<file path="config.mk">
export PLATFORM = sky130hd
export DESIGN_NAME = ctrl_pipe_unit
export DESIGN_NICKNAME = d
export VERILOG_FILES = /design/src/rtl/ctrl_pipe_unit.sv
export SDC_FILE = /design/constraint.sdc
export NUM_CORES = 1
export LEC_CHECK = 0
export ABC_AREA = 1
export CORE_ASPECT_RATIO = 0.8
export CORE_MARGIN = 1
export CORE_UTILIZATION = 40
export DETAILED_ROUTE_END_ITERATION = 8
export PLACE_DENSITY = 0.79
export SETUP_SLACK_MARGIN = 0.05
export SYNTH_ARGS = -nofsm -noshare
export SYNTH_HDL_FRONTEND = slang
export SYNTH_SLANG_ARGS = --single-unit
</file>
<file path="constraint.sdc">
create_clock -name clk -period 1.3 [get_ports clk]
set_input_delay 0.195 -clock clk [delete_from_list [all_inputs] [get_ports clk]]
set_output_delay 0.195 -clock clk [all_outputs]
set_load 0.05 [all_outputs]
</file>
<file path="src/rtl/ctrl_pipe_unit.sv">
// Pipelined control unit: decodes the ID opcode, carries controls through EX/MEM/WB,
// and resolves RAW hazards. Define CTRL_FWD_EN to enable operand forwarding.
module ctrl_pipe_unit #(
    parameter int REG_AW  = 5,
    parameter int ALUOP_W = 2
) (
    input  logic               clk,
    input  logic               reset,
    input  logic               id_valid,
    input  logic [6:0]         id_opcode,
    input  logic [REG_AW-1:0]  id_rs1,
    input  logic [REG_AW-1:0]  id_rs2,
    input  logic [REG_AW-1:0]  id_rd,
    input  logic               ex_flush,
    input  logic               mem_stall,
    output logic               id_stall,
    output logic               ex_valid,
    output logic               ex_alusrc,
    output logic [ALUOP_W-1:0] ex_aluop,
    output logic               ex_branch,
    output logic               ex_jal,
    output logic               ex_jalr,
    output logic               ex_illegal,
    output logic               mem_read,
    output logic               mem_write,
    output logic               wb_regwrite,
    output logic               wb_memtoreg,
    output logic [REG_AW-1:0]  wb_rd,
    output logic [1:0]         fwd_a,
    output logic [1:0]         fwd_b
);
    localparam logic [6:0] OP_R     = 7'b0110011;
    localparam logic [6:0] OP_I     = 7'b0010011;
    localparam logic [6:0] OP_LW    = 7'b0000011;
    localparam logic [6:0] OP_SW    = 7'b0100011;
    localparam logic [6:0] OP_BR    = 7'b1100011;
    localparam logic [6:0] OP_LUI   = 7'b0110111;
    localparam logic [6:0] OP_AUIPC = 7'b0010111;
    localparam logic [6:0] OP_JAL   = 7'b1101111;
    localparam logic [6:0] OP_JALR  = 7'b1100111;

    typedef struct packed {
        logic               valid;
        logic               alusrc;
        logic [ALUOP_W-1:0] aluop;
        logic               branch;
        logic               jal;
        logic               jalr;
        logic               illegal;
        logic               mem_read;
        logic               mem_write;
        logic               regwrite;
        logic               memtoreg;
        logic [REG_AW-1:0]  rd;
    } ex_t;

    typedef struct packed {
        logic              mem_read;
        logic              mem_write;
        logic              regwrite;
        logic              memtoreg;
        logic [REG_AW-1:0] rd;
    } mem_t;

    typedef struct packed {
        logic              regwrite;
        logic              memtoreg;
        logic [REG_AW-1:0] rd;
    } wb_t;

    ex_t  dec, ex_r;
    mem_t mem_r;
    wb_t  wb_r;
    logic uses_rs1, uses_rs2;
    logic ex_hit, hazard;

    always_comb begin
        dec      = '0;
        uses_rs1 = 1'b0;
        uses_rs2 = 1'b0;
        if (id_valid) begin
            dec.valid = 1'b1;
            case (id_opcode)
                OP_R:     begin dec.aluop = ALUOP_W'(2'b10); dec.regwrite = 1'b1;
                                uses_rs1 = 1'b1; uses_rs2 = 1'b1; end
                OP_I:     begin dec.alusrc = 1'b1; dec.aluop = ALUOP_W'(2'b10);
                                dec.regwrite = 1'b1; uses_rs1 = 1'b1; end
                OP_LW:    begin dec.alusrc = 1'b1; dec.mem_read = 1'b1; dec.memtoreg = 1'b1;
                                dec.regwrite = 1'b1; uses_rs1 = 1'b1; end
                OP_SW:    begin dec.alusrc = 1'b1; dec.mem_write = 1'b1;
                                uses_rs1 = 1'b1; uses_rs2 = 1'b1; end
                OP_BR:    begin dec.aluop = ALUOP_W'(2'b01); dec.branch = 1'b1;
                                uses_rs1 = 1'b1; uses_rs2 = 1'b1; end
                OP_LUI:   begin dec.alusrc = 1'b1; dec.aluop = ALUOP_W'(2'b11);
                                dec.regwrite = 1'b1; end
                OP_AUIPC: begin dec.alusrc = 1'b1; dec.regwrite = 1'b1; end
                OP_JAL:   begin dec.jal = 1'b1; dec.regwrite = 1'b1; end
                OP_JALR:  begin dec.alusrc = 1'b1; dec.jalr = 1'b1; dec.regwrite = 1'b1;
                                uses_rs1 = 1'b1; end
                default:  dec.illegal = 1'b1;
            endcase
            // rd is carried only for writers, so non-writers can never look like producers
            if (dec.regwrite) dec.rd = id_rd;
        end
    end

    assign ex_hit = ex_r.valid && (ex_r.rd != '0) &&
                    (((ex_r.rd == id_rs1) && uses_rs1) || ((ex_r.rd == id_rs2) && uses_rs2));

`ifdef CTRL_FWD_EN
    logic [REG_AW-1:0] ex_rs1, ex_rs2;

    assign hazard = ex_hit && ex_r.mem_read && id_valid && !ex_flush;

    always_ff @(posedge clk) begin
        if (reset) begin
            ex_rs1 <= '0;
            ex_rs2 <= '0;
        end else if (!mem_stall) begin
            ex_rs1 <= (ex_flush || hazard || !uses_rs1) ? '0 : id_rs1;
            ex_rs2 <= (ex_flush || hazard || !uses_rs2) ? '0 : id_rs2;
        end
    end

    function automatic logic [1:0] fwd_sel(input logic [REG_AW-1:0] rs);
        if (mem_r.regwrite && (mem_r.rd != '0) && (mem_r.rd == rs))   return 2'b10;
        else if (wb_r.regwrite && (wb_r.rd != '0) && (wb_r.rd == rs)) return 2'b01;
        else                                                          return 2'b00;
    endfunction

    assign fwd_a = fwd_sel(ex_rs1);
    assign fwd_b = fwd_sel(ex_rs2);
`else
    logic mem_hit;

    assign mem_hit = mem_r.regwrite && (mem_r.rd != '0) &&
                     (((mem_r.rd == id_rs1) && uses_rs1) || ((mem_r.rd == id_rs2) && uses_rs2));
    assign hazard  = ((ex_hit && ex_r.regwrite) || mem_hit) && id_valid && !ex_flush;
    assign fwd_a   = 2'b00;
    assign fwd_b   = 2'b00;
`endif

    assign id_stall = !reset && (mem_stall || hazard);

    always_ff @(posedge clk) begin
        if (reset) begin
            ex_r  <= '0;
            mem_r <= '0;
            wb_r  <= '0;
        end else if (!mem_stall) begin
            ex_r  <= (ex_flush || hazard) ? '0 : dec;
            mem_r <= '{mem_read: ex_r.mem_read, mem_write: ex_r.mem_write,
                       regwrite: ex_r.regwrite, memtoreg: ex_r.memtoreg, rd: ex_r.rd};
            wb_r  <= '{regwrite: mem_r.regwrite, memtoreg: mem_r.memtoreg, rd: mem_r.rd};
        end
    end

    assign ex_valid    = ex_r.valid;
    assign ex_alusrc   = ex_r.alusrc;
    assign ex_aluop    = ex_r.aluop;
    assign ex_branch   = ex_r.branch;
    assign ex_jal      = ex_r.jal;
    assign ex_jalr     = ex_r.jalr;
    assign ex_illegal  = ex_r.illegal;
    assign mem_read    = mem_r.mem_read;
    assign mem_write   = mem_r.mem_write;
    assign wb_regwrite = wb_r.regwrite;
    assign wb_memtoreg = wb_r.memtoreg;
    assign wb_rd       = wb_r.rd;
endmodule

</file>
==> metrics.md, run 1 <==
| Metric | Value |
|---|---|
| Power per cell area | 765 nW/um^2 |
| Combinational power share | 22.2% |
| Clk_skew | 1.37 ps |
| Top FF cell, synth | dfxtp_1 |
| Yosys reg bits | 31 |
| Final Critical Period | 1880 ps |
| Post-route cell area | 2830 um^2 |
| Most used routing layer | met2 |
| Post-route DRC | 0 |
| Critical Path RT | 1110 ps |
| Clk buf depth | 2 |
| Initial Utilization | 41.5% |
| CP most frequent cell | nand2_1 |
| Pwr Total | 2.16 mW |
| Max Cap Viol | 0 |
| Via count | 1933 |
| Hold Buf Count CTS | 0 |
| Row count | 21 |
| Die extent in x | 75.6 um |
| CTS sink cnt | 31 |
| Final hold violations | 0 |
| All-Layer GR Usage | 23.3% |
| Area of the multi-input gates | between 900 and 1000 um^2 |
| Worst setup EP type | primary output |
| Root Buffer | clkbuf_8 |
| Unrepaired setup endpoints after global routing | true |
| Initial DRT Pass Iterations | 4 |
| Met1 layer usage reported by global route | between 30% and 40% |
| First-pass GRT wire length | 7800 um |
| Worst Setup SP | mem_r[2] |
| Final Slew Violations | 0 |
| Final worst slack | -583 ps |
| Routed WL | 5070 um |
| Area of placed instances | 2640 um^2 |
| Internal | 1.54 mW |
| Initial antenna violation count | 0 |
| R2r startpoint | ex_r[0] |
| CTS tree | done |
| Yosys warns | 0 |
| Min-delay worst type | register to register |
| Cell count along the critical path | 11 |
| Pin count of the biggest net entering global routing | 31 |
| Final setup fails | 17 |
| Grt total ovfl | 0 |
| Outcome | finished, violations left |
| Yosys cell types | 32 |
| Routed len/inst | 12.6 um |
| Crit path buf inv count | 2 |
| # diodes | 0 |
| Mean post-synth cell area | 6.57 um^2 |
| Vias per Instance | around 4.8 |
| Ys async rst share | 0% |
| Register area | about 640 um^2 |
| Gate Count Post-Synth | 264 |
| Share of layout cells above drive strength 1 | 32.8% |
| Net Sw Power | 0.618 mW |
| Setup TNS Final | -7820 ps |
| Worst vdd ir | about 0.76 mV |
| Syn Std Cell Area | between 1500 and 2000 um^2 |
| Clk Latency, worst-skew pair | 280 ps |
| Failing checks | negative setup slack |
| Worst R2R Setup Slack | -520 ps |
| CP cell instances | inv_2 -> nand2_1 -> o21ai_0 -> nor2_1 -> nand3_1 -> nand2_1 -> nand2_1 -> nand2_2 -> nand3_2 -> a21oi_4 -> buf_12 |
| Clk pwr share | between 30% and 40% |
| CTS clk-pin slew, worst paths | 60 ps |
| Final ANT Viol Nets | 0 |
| Sw Share | 28.6% |
| Final period util | 145% |
| Die Span Y | slightly above 60 um |
| Most common cell after layout, fill and taps aside | nand2_1 |
| DRT iter0 DRCs | about 120 |
| Post-synth EDFFs | 0 |
| Cts bufs inserted | 5 |
| Static leakage | 1.25 nW |
| Sequential power share | 45.9% |
| # H-tree levels | 2 |
| Hpwl dp | 3580 um |
| Io pins | 49 |
| Critical Path Sink | id_stall |
| Number of global-route vias before repair | 1771 |
| Sequential area share after synthesis | 35.8% |
| CP max stage delay | 360 ps |
| Cell family with most CP delay | simple AND/OR/NAND/NOR gates |
| Core area | roughly 4200 um^2 |
| Most frequent cells in the layout | nand2_1, buf_4, nor2_1, inv_1, dfxtp_1 |
| Crit start category | register |
| CP max stage cell | dfxtp_2 |
| GPL Wtd Cong | 0.860 |
| Worst Path Arrival | 1690 ps |
| R2R depth | 14 |
| Area Overhead vs Synth | 62.9% |
| Met2 GRT Util | between 30% and 40% |
| Die area | 4610 um^2 |
| Critical Path Fanout Max | 4 |
| Filler cell count in the final layout | 326 |
| Net count, final | 373 |
| GR Util met3 | 5.65% |
| Max Freq | 0.531 GHz |
| Worst reg2reg endpoint | ex_r[4] |
| Crit Path Class | register to primary output |
| Core Util, Final | 67.7% |
| PortBufs | 44 |
==> cell families after synthesis <==
| family | share of synthesized area, % |
|---|---|
| AOI/OAI and AO/OA | 14.1 |
| xor gates and xnor gates | 2.52 |
| buffers and inverters | 12.7 |
| DFF | 35.8 |
| other | 0.216 |
| and+or+nand+nor | 34.7 |
==> power groups by stage <==
stage / Clock (mW) / Sequential [mW] / Combinational (mW)
6_report: 0.689 / 0.992 / 0.479
5_1_grt: 0.733 / 0.994 / 0.517
4_1_cts: 0.697 / 0.994 / 0.469
3_5_place_dp: 0 / 1.02 / 0.470
3_3_place_gp: 0 / 1.02 / 0.466
2_1_floorplan: 0 / 1.05 / 0.194
==> layer usage <==
metal / up-vias / share of wire [%]
met3: 11 / 6.2
met1: 866 / 46
met5: - / 0
li1: 995 / -
met2: 61 / 46
met4: 0 / 2.3
==> cell type report <==
| type | count | area share (%) |
|---|---|---|
| repair buffers | 87 | 33.0 |
| inverters | 34 | 4.52 |
| clock buffers | 6 | 2.57 |
| flip-flops and latches | 31 | 22.7 |
| multi-input cells | 187 | 34.7 |
| well taps | 57 | 2.52 |
==> how the worst min path moves through the flow <==
stage               startpoint        end  slack [ps]  cells after the start
CTS                    ex_r[8]   mem_read         470                      2
global placement       ex_r[7]  mem_write         450                      2
global route           ex_r[8]   mem_read         490                      2
detailed placement     ex_r[6]    ex_r[6]         460                      2
floorplan                reset   mem_r[4]         270                      1
finish                 ex_r[8]   mem_read         480                      2
==> timing repair <==
action | in CTS | in global routing
setup endpoints to repair | 17 | 17
gates resized for setup | 36 | 10
pin swaps | 16 | 11
buffers inserted | 4 | 3
==> synthesized netlist by cell type (2+ instances only) <==
| library cell | n | share of area, % |
|---|---|---|
| clkbuf_1 | 4 | 0.86 |
| nand4_1 | 2 | 0.72 |
| nand2_2 | 2 | 0.72 |
| dfxtp_1 | 31 | 36 |
| o21ai_1 | 2 | 0.58 |
| a211oi_1 | 11 | 4.8 |
| nor4_1 | 2 | 0.72 |
| nand3_1 | 16 | 4.6 |
| o21ai_0 | 5 | 1.4 |
| buf_4 | 7 | 3.0 |
| nand2_1 | 78 | 17 |
| a21oi_1 | 22 | 6.3 |
| buf_2 | 2 | 0.58 |
| inv_1 | 32 | 6.9 |
| nor2_1 | 28 | 6.1 |
| xnor2_1 | 4 | 2.0 |
==> worst register-to-register path, stage by stage (launching register included) <==
cell     delay [ps]
dfxtp_4         360
nor2_1          110
nand3_1          80
nand2_1          60
inv_1            60
nand3_1          80
nand2_1          50
nand2_1          70
nand2_2          70
buf_4           130
buf_4           140
nor2_4          160
buf_6           150
nand3_2          90
a21oi_2         150
==> registers in the layout, indices dropped and copies added, names as in the netlist, 2 cells and up <==
name      flops
ex_aluop      2
ex_r          8
wb_rd         5
mem_r         6
==> metrics by stage <==
step / hold slack (ps) / instances / worst slack (ps)
after floorplan: 273 / 267 / -241
after global placement: 448 / 389 / -768
after detailed placement: 462 / 389 / -831
after CTS: 470 / 399 / -549
after global routing: 486 / 402 / -696
final: 478 / 402 / -583
(Power assumes the default switching activity.)
==> inputs of run 2 (changes only) <==
--- a/config.mk
+++ b/config.mk
@@ -7,7 +7,7 @@
 export LEC_CHECK = 0
 export ABC_AREA = 1
 export CORE_ASPECT_RATIO = 0.8
-export CORE_MARGIN = 1
+export CORE_MARGIN = 4
 export CORE_UTILIZATION = 40
 export DETAILED_ROUTE_END_ITERATION = 8
 export PLACE_DENSITY = 0.79
==> metrics.md, run 2 (synthesis gave the netlist of run 1 again) <==
| Metric | Value |
|---|---|
| Core Util, Final | 69.4% |
| Initial Utilization | 41.5% |
| Min-delay worst type | primary input to register |
| Sequential power share | 42.7% |
| Crit Path Class | register to primary output |
| Initial antenna violation count | 0 |
| Net Sw Power | 0.647 mW |
| Sw Share | 27.9% |
| Clk pwr share | 36.0% |
| Core area | between 4000 and 5000 um^2 |
| Vias per Instance | 4.85 |
| Crit start category | register |
| Die Span Y | 66.9 um |
| Worst vdd ir | 0.557 mV |
| First-pass GRT wire length | just under 9000 um |
| Register area | 648 um^2 |
| Internal | around 1.7 mW |
| Pwr Total | 2.32 mW |
| Final Critical Period | slightly below 2000 ps |
| Unrepaired setup endpoints after global routing | true |
| Clk buf depth | 2 |
| # H-tree levels | 2 |
| Max Cap Viol | 0 |
| Final Slew Violations | 0 |
| Final ANT Viol Nets | 0 |
| Pre-CTS setup slack | -803 ps |
| Final hold violations | 0 |
| Outcome | finished, violations left |
| Worst Path Arrival | 1730 ps |
| Area Overhead vs Synth | 67.0% |
| PortBufs | 44 |
| # diodes | 0 |
| Post-route cell area | between 2000 and 3000 um^2 |
| Cells after DPL | 389 |
| Layout Cells excl Fill | 406 |
| CTS clk-pin slew, worst paths | 60 ps |
| Number of global-route vias before repair | 1870 |
| Final setup fails | 17 |
| Post-route DRC | 0 |
| Most frequent cells in the layout | nand2_1, buf_4, nor2_1, inv_1, dfxtp_1 |
| Final period util | 148% |
| Cts bufs inserted | 5 |
| Hold Buf Count CTS | 0 |
| Clk Latency, worst-skew pair | approximately 280 ps |
| Worst R2R Setup Slack | -580 ps |
| Share of layout cells above drive strength 1 | a little over a third |
| Final worst slack | -620 ps |
| Grt total ovfl | 0 |
| Io pins | 49 |
| Power per cell area | 800 nW/um^2 |
| Most common cell after layout, fill and taps aside | nand2_1 |
| CTS tree | done |
| Critical Path Fanout Max | 3 |
| Hpwl dp | 3860 um |
| Failing checks | negative setup slack |
| Row count | 21 |
| Filler cell count in the final layout | 328 |
| All-Layer GR Usage | between 20% and 30% |
| Worst setup EP type | primary output |
| Via count | 1968 |
| Root Buffer | clkbuf_8 |
| Static leakage | ~1.3 nW |
| Max Freq | 0.521 GHz |
| Die extent in x | 81.6 um |
| Area of placed instances | 2640 um^2 |
| Combinational power share | 21.3% |
| CTS sink cnt | 31 |
| Initial DRT Pass Iterations | 4 |
| Pin count of the biggest net entering global routing | 31 |
| GPL Wtd Cong | 0.861 |
| Die area | 5460 um^2 |
| Clk_skew | 5.91 ps |
| Critical Path RT | around 1100 ps |
| Number of flip-flops in the largest register | 8 |
| Routed len/inst | about 13 um |
| Routed WL | between 5000 and 6000 um |
| DRT iter0 DRCs | between 100 and 150 |
| Net count, final | about 380 |
| Reg with most FFs | ex_r |
| Area of the multi-input gates | 998 um^2 |
-- run 2: cell count changes in the layout (fill, tap and decap cells not counted), sizes merged --
cell | before | now
clkdlybuf4s50 | 9 | 10
dlygate4sd2 | 17 | 15
clkbuf | 6 | 8
buf | 61 | 63
dlymetal6s2s | 0 | 1
-- run 2: worst paths after layout --
kind,from,cells after the start,end
min,id_opcode[6],4,ex_r[7]
max,mem_r[4],13,id_stall
min reg2reg,ex_r[7],2,mem_write
max reg2reg,ex_r[2],15,ex_jalr
-- run 2: metrics by stage --
| step | setup TNS (ps) | hold WS, ps |
|---|---|---|
| after CTS | -8230 | 470 |
| final | -9210 | 350 |
| after global placement | -10150 | 452 |
| after floorplan | -669 | 273 |
| after global routing | -11420 | 402 |
| after detailed placement | -11520 | 458 |
-- run 2: worst max-delay path: stages, from the launching register on --
cell and delay, ps:
dfxtp_4 360, inv_2 50, nand2_2 60, nand2_2 50
inv_2 40, nand2_1 40, nor2_1 130, nand3_2 90
nand2_2 80, nand2_2 50, nand2_2 80, nand3_2 80
a21oi_4 180, buf_12 150
-- run 2: timing repair --
| action | 4_1_cts | 5_1_grt |
|---|---|---|
| setup buffers | 6 | 3 |
| pin swaps | 20 | 17 |
| setup endpoints to repair | 17 | 17 |
| gates resized for setup | 42 | 18 |
-- run 2: area by class of cell --
type,count,share of cell area (%)
Timing Repair Buffer,89,32.8
Sequential cell,31,22.4
Inverter,34,4.49
Clock buffer,8,3.45
Tap cell,57,2.46
Multi-Input combinational cell,187,34.5
-- run 2: layer usage --
layer / global-route usage [%] / routed length [um] / vias up
li1: - / - / 996
met1: 26.7 / 2440 / 904
met2: 35.3 / 2620 / 61
met3: 4.46 / 326 / 7
met4: 7.26 / 68 / 0
met5: 0 / 0 / -
-- run 2: power by group through the flow --
stage | clock network (mW) | logic, mW | registers [mW]
finish | 0.835 | 0.493 | 0.991
global route | 0.899 | 0.531 | 0.993
CTS | 0.845 | 0.472 | 0.992
detailed placement | 0 | 0.470 | 1.02
global placement | 0 | 0.464 | 1.02
floorplan | 0 | 0.194 | 1.05
==> edit 1: new RTL, flow settings as in run 1 <==
Add a define of `CTRL_FWD_EN`.
--- a/src/rtl/ctrl_pipe_unit.sv
+++ b/src/rtl/ctrl_pipe_unit.sv
@@ -2,2 +2,4 @@
 // and resolves RAW hazards. Define CTRL_FWD_EN to enable operand forwarding.
+`define CTRL_FWD_EN
+
 module ctrl_pipe_unit #(
Check against the original RTL: not equivalent (a bounded check fails within 4 cycles, from zero or initial values and one cycle with reset high).
==> edit 1 against run 1 <==
The run still ends with negative setup slack left. Synthesized area rose by 28%. Routed wire length rose by 47%. Design area rose by 32%. Largest power group unchanged. Critical endpoint unchanged. Sequential share of layout area rose by 0.61 points. First-iteration DRC count rose by 49%. Sequential cell count rose by 10. Setup slack got worse by 130 ps. Power rose by 30%.
==> edit 1: results <==
{
  "path_clk_slew_ps": 80,
  "vias": 2580,
  "hold-worst-slack_ps": 293,
  "netlist_instances": 311,
  "first_pass_iters": 5,
  "drive_above_1_share_pct": 39.5,
  "worstPathArrival_ps": 1820,
  "n_antenna_cell": 0,
  "cpMaxStageDelayCell": "dfxtp_4",
  "hp-class": "input port to flip-flop",
  "cts.path.max_buffers": 2,
  "min_from": "id_rs2[2]",
  "r2r-start": "ex_r[3]",
  "synthFlopType": "dfxtp_1",
  "pg_clk_mw": 1.01,
  "hpwl_um": 5040,
  "layout.cells.non_filler": 465,
  "cts_buffers": 5,
  "yosysSeqAreaShare_pct": 37.1,
  "root_buffer": "clkbuf_8",
  "grt.total_usage_pct": 25.1,
  "nFillCells": 362,
  "dp_cells": 452,
  "place_congestion": 0.905,
  "grt_max_degree": 39,
  "comb_power_mw": 0.515,
  "fin_skew_ps": 7.76,
  "r2r_setup_slack_ps": -320,
  "dp_slack_ps": -882,
  "grt_pass1_wl_um": 11200,
  "synth_commonest_cells": "71 x nand2_1, 41 x dfxtp_1, 34 x a21oi_1",
  "antenna_found_initial": 0,
  "switching_share_pct": 26.5,
  "nNetsFinal": 429,
  "synthArstFlopShare_pct": 0,
  "ys_top_cells_by_area": "dfxtp_1 37%, nand2_1 12%, a21oi_1 7.7%",
  "first_iter_violations": 173,
  "vdd_drop_max_mv": 0.495,
  "p_leak_nw": 1.58,
  "postLayoutSetupSlackWorst_ps": -716,
  "placed_area_um2": 3420,
  "startpoint": "ex_r[3]",
  "htree_levels": 2,
  "synth.yosys.warnings": 0,
  "portBuffers": 48,
  "max_stage_delay_ps": 390,
  "failed_checks": "negative setup slack",
  "fin_setup_tns_ps": -9160,
  "status": "finished, violations left",
  "grt_pass1_vias": 2360,
  "finalSetupViolations": 31,
  "worstPathMaxFanout": 5,
  "ys_types": 30,
  "powerDensity_nw_per_um2": 753,
  "wirelength_um": 7470,
  "clock_latency_ps": 300,
  "slew_headroom_pct": 72.3
}
==> edit 1: cell types whose count changed after synthesis, sizes merged, moves of 4 or more <==
cell and change:
nand4 +19, inv -9, dfxtp +10, a21oi +14, buf -6, xnor2 +6
clkbuf +8, a211oi -4, xor2 +7, nand2 -4
==> edit 1: worst min-delay path: stages <==
cell	delay [ps]
dlymetal6s2s_1	160
nand4_1	130
a21oi_1	70
==> edit 1: area by class of cell <==
cell class | count | area, µm² | area share, %
Clock buffer | 6 | 72.6 | 1.94
Clock inverter | 2 | 33.8 | 0.905
Inverter | 24 | 105 | 2.81
Multi-Input combinational cell | 229 | 1440 | 38.7
Sequential cell | 41 | 871 | 23.3
Tap cell | 62 | 77.6 | 2.08
Timing Repair Buffer | 101 | 1130 | 30.3
==> edit 1: layer usage <==
layer  share of wire, %  vias up  track usage, %
li1                   -     1220               -
met1                 42     1208            32.6
met2                 48      134            41.2
met4                2.3        0            10.6
met3                7.2       18            5.36
met5                  0        -               0
==> edit 1: cells by family (layout without fill, tap and decap cells) <==
group           after synthesis  after routing  share of synthesized area [%]
buf+inv                      41            133                           7.97
compound gates               52             52                           14.0
flops                        41             41                           37.1
xor+xnor                     18             18                           7.12
simple gates                159            159                           33.9
==> edit 1: final timing paths <==
| check | depth (start not counted) | endpoint |
|---|---|---|
| max reg2reg | 9 | ex_rs2[0] |
| min reg2reg | 2 | ex_r[7] |
| max | 8 | id_stall |
| min | 3 | ex_rs2[2] |
==> edit 1: repair_timing <==
item | in CTS | in global routing
hold endpoints to repair | 0 | 0
gates resized for setup | 18 | 55
setup endpoints to repair | 31 | 32
pin swaps | 13 | 18
buffers inserted | 7 | 4
==> edit 2: new RTL, settings of run 1 <==
Made on the original files. Set the parameter `REG_AW` to 4 (it was 5).
--- a/src/rtl/ctrl_pipe_unit.sv
+++ b/src/rtl/ctrl_pipe_unit.sv
@@ -3,3 +3,3 @@
 module ctrl_pipe_unit #(
-    parameter int REG_AW  = 5,
+    parameter int REG_AW  = 4,
     parameter int ALUOP_W = 2
Interface: changed (resized id_rd, id_rs1, id_rs2 and wb_rd); port bits go from 49 to 45. No check against the original RTL was run, so the function may have changed too.
==> edit 2 against run 1 <==
The flow still finishes with violations (negative setup slack). Non-clock buffer count is 9 lower. Critical path depth did not move. Sequential cell count shrank 3. Routed wire length down 2.1%. Power is 0.34% lower. Setup slack better by 69 ps. Sequential share of layout area down 0.74 points. Synthesized area down 8.2%. Design area shrank 5.1%.
==> edit 2: results <==
{
  "worstPathMaxFanout": 5,
  "hpwl_um": 3220,
  "yosysSeqAreaShare_pct": 35.2,
  "place_congestion": 0.883,
  "dp_slack_ps": -631,
  "dp_cells": 374,
  "nonClockInverterCount": 28,
  "status": "finished, violations left",
  "largest_reg_flops": 7,
  "htree_levels": 1,
  "largest_register": "ex_r",
  "postLayoutCellArea_um2": 2680,
  "switching_share_pct": 28.9,
  "cts_resized": 68,
  "worstHoldPathCells": 5,
  "seq_share_pct": 22.0,
  "placed_area_um2": 2460,
  "portBuffers": 40,
  "pg_clk_mw": 0.695,
  "fin_setup_tns_ps": -2160,
  "p_leak_nw": 1.24,
  "hp-class": "input port to flip-flop",
  "first_iter_violations": 121,
  "buffer_area_share_pct": 31.4,
  "numClockSinks": 28,
  "synth_commonest_cells": "73 x nand2_1, 40 x nor2_1, 28 x dfxtp_1",
  "grt_pass1_vias": 1714,
  "min_from": "id_opcode[6]",
  "postCtsSetupBuffers": 6,
  "nFillCells": 294,
  "vdd_drop_max_mv": 0.697,
  "worstPathArrival_ps": 1620,
  "ff2ff_path_depth": 10,
  "hold-worst-slack_ps": 428,
  "area_delta_synth_final_pct": 68.4,
  "r2r-end": "ex_r[1]",
  "finalSetupViolations": 16,
  "min_to": "ex_r[6]",
  "wl_per_cell_um": 13.0,
  "postLayoutSetupSlackWorst_ps": -514,
  "cpMaxStageDelayCell": "dfxtp_4",
  "r2r_setup_slack_ps": -250,
  "num-nonclk-buffers": 78,
  "nMultiInputCombCells": 190,
  "fin_skew_ps": 1.36,
  "path_clk_slew_ps": 100,
  "max_stage_delay_ps": 390,
  "failed_checks": "negative setup slack",
  "pg_seq_mw": 0.910,
  "comb_power_mw": 0.549,
  "grt.total_usage_pct": 23.6,
  "viasPerCell": 4.99,
  "area_share_clock_buf_inv_pct": 2.66,
  "grt_pass1_wl_um": 7760,
  "avgSynthCellArea_um2": 6.22,
  "ys_top_cells_by_area": "dfxtp_1 35%, nand2_1 17%, nor2_1 9.4%"
}
## edit 2: worst max path at each step
stage,slack [ps],startpoint,depth (start not counted),end
global route,-620,ex_r[0],11,id_stall
CTS,-490,ex_r[3],11,id_stall
finish,-510,ex_r[0],11,id_stall
floorplan,-200,ex_valid,8,id_stall
global placement,-630,id_opcode[1],10,id_stall
detailed placement,-630,id_opcode[6],10,id_stall
## edit 2: logic make-up after synthesis
| logic type | share of synthesized area (%) |
|---|---|
| compound gates | 12.2 |
| other cells | 0.235 |
| flops | 35.2 |
| buf+inv | 11.2 |
| xor+xnor | 0.550 |
| simple gates | 40.1 |
| mux | 0.628 |
## edit 2: per-layer routing
layer | track usage [%] | part of all wire (%) | vias up
met5 | 0 | 0 | -
met4 | 5.04 | 1.0 | 0
met3 | 4.28 | 5.8 | 6
met2 | 41.4 | 50 | 64
met1 | 30.3 | 43 | 897
li1 | - | - | 944
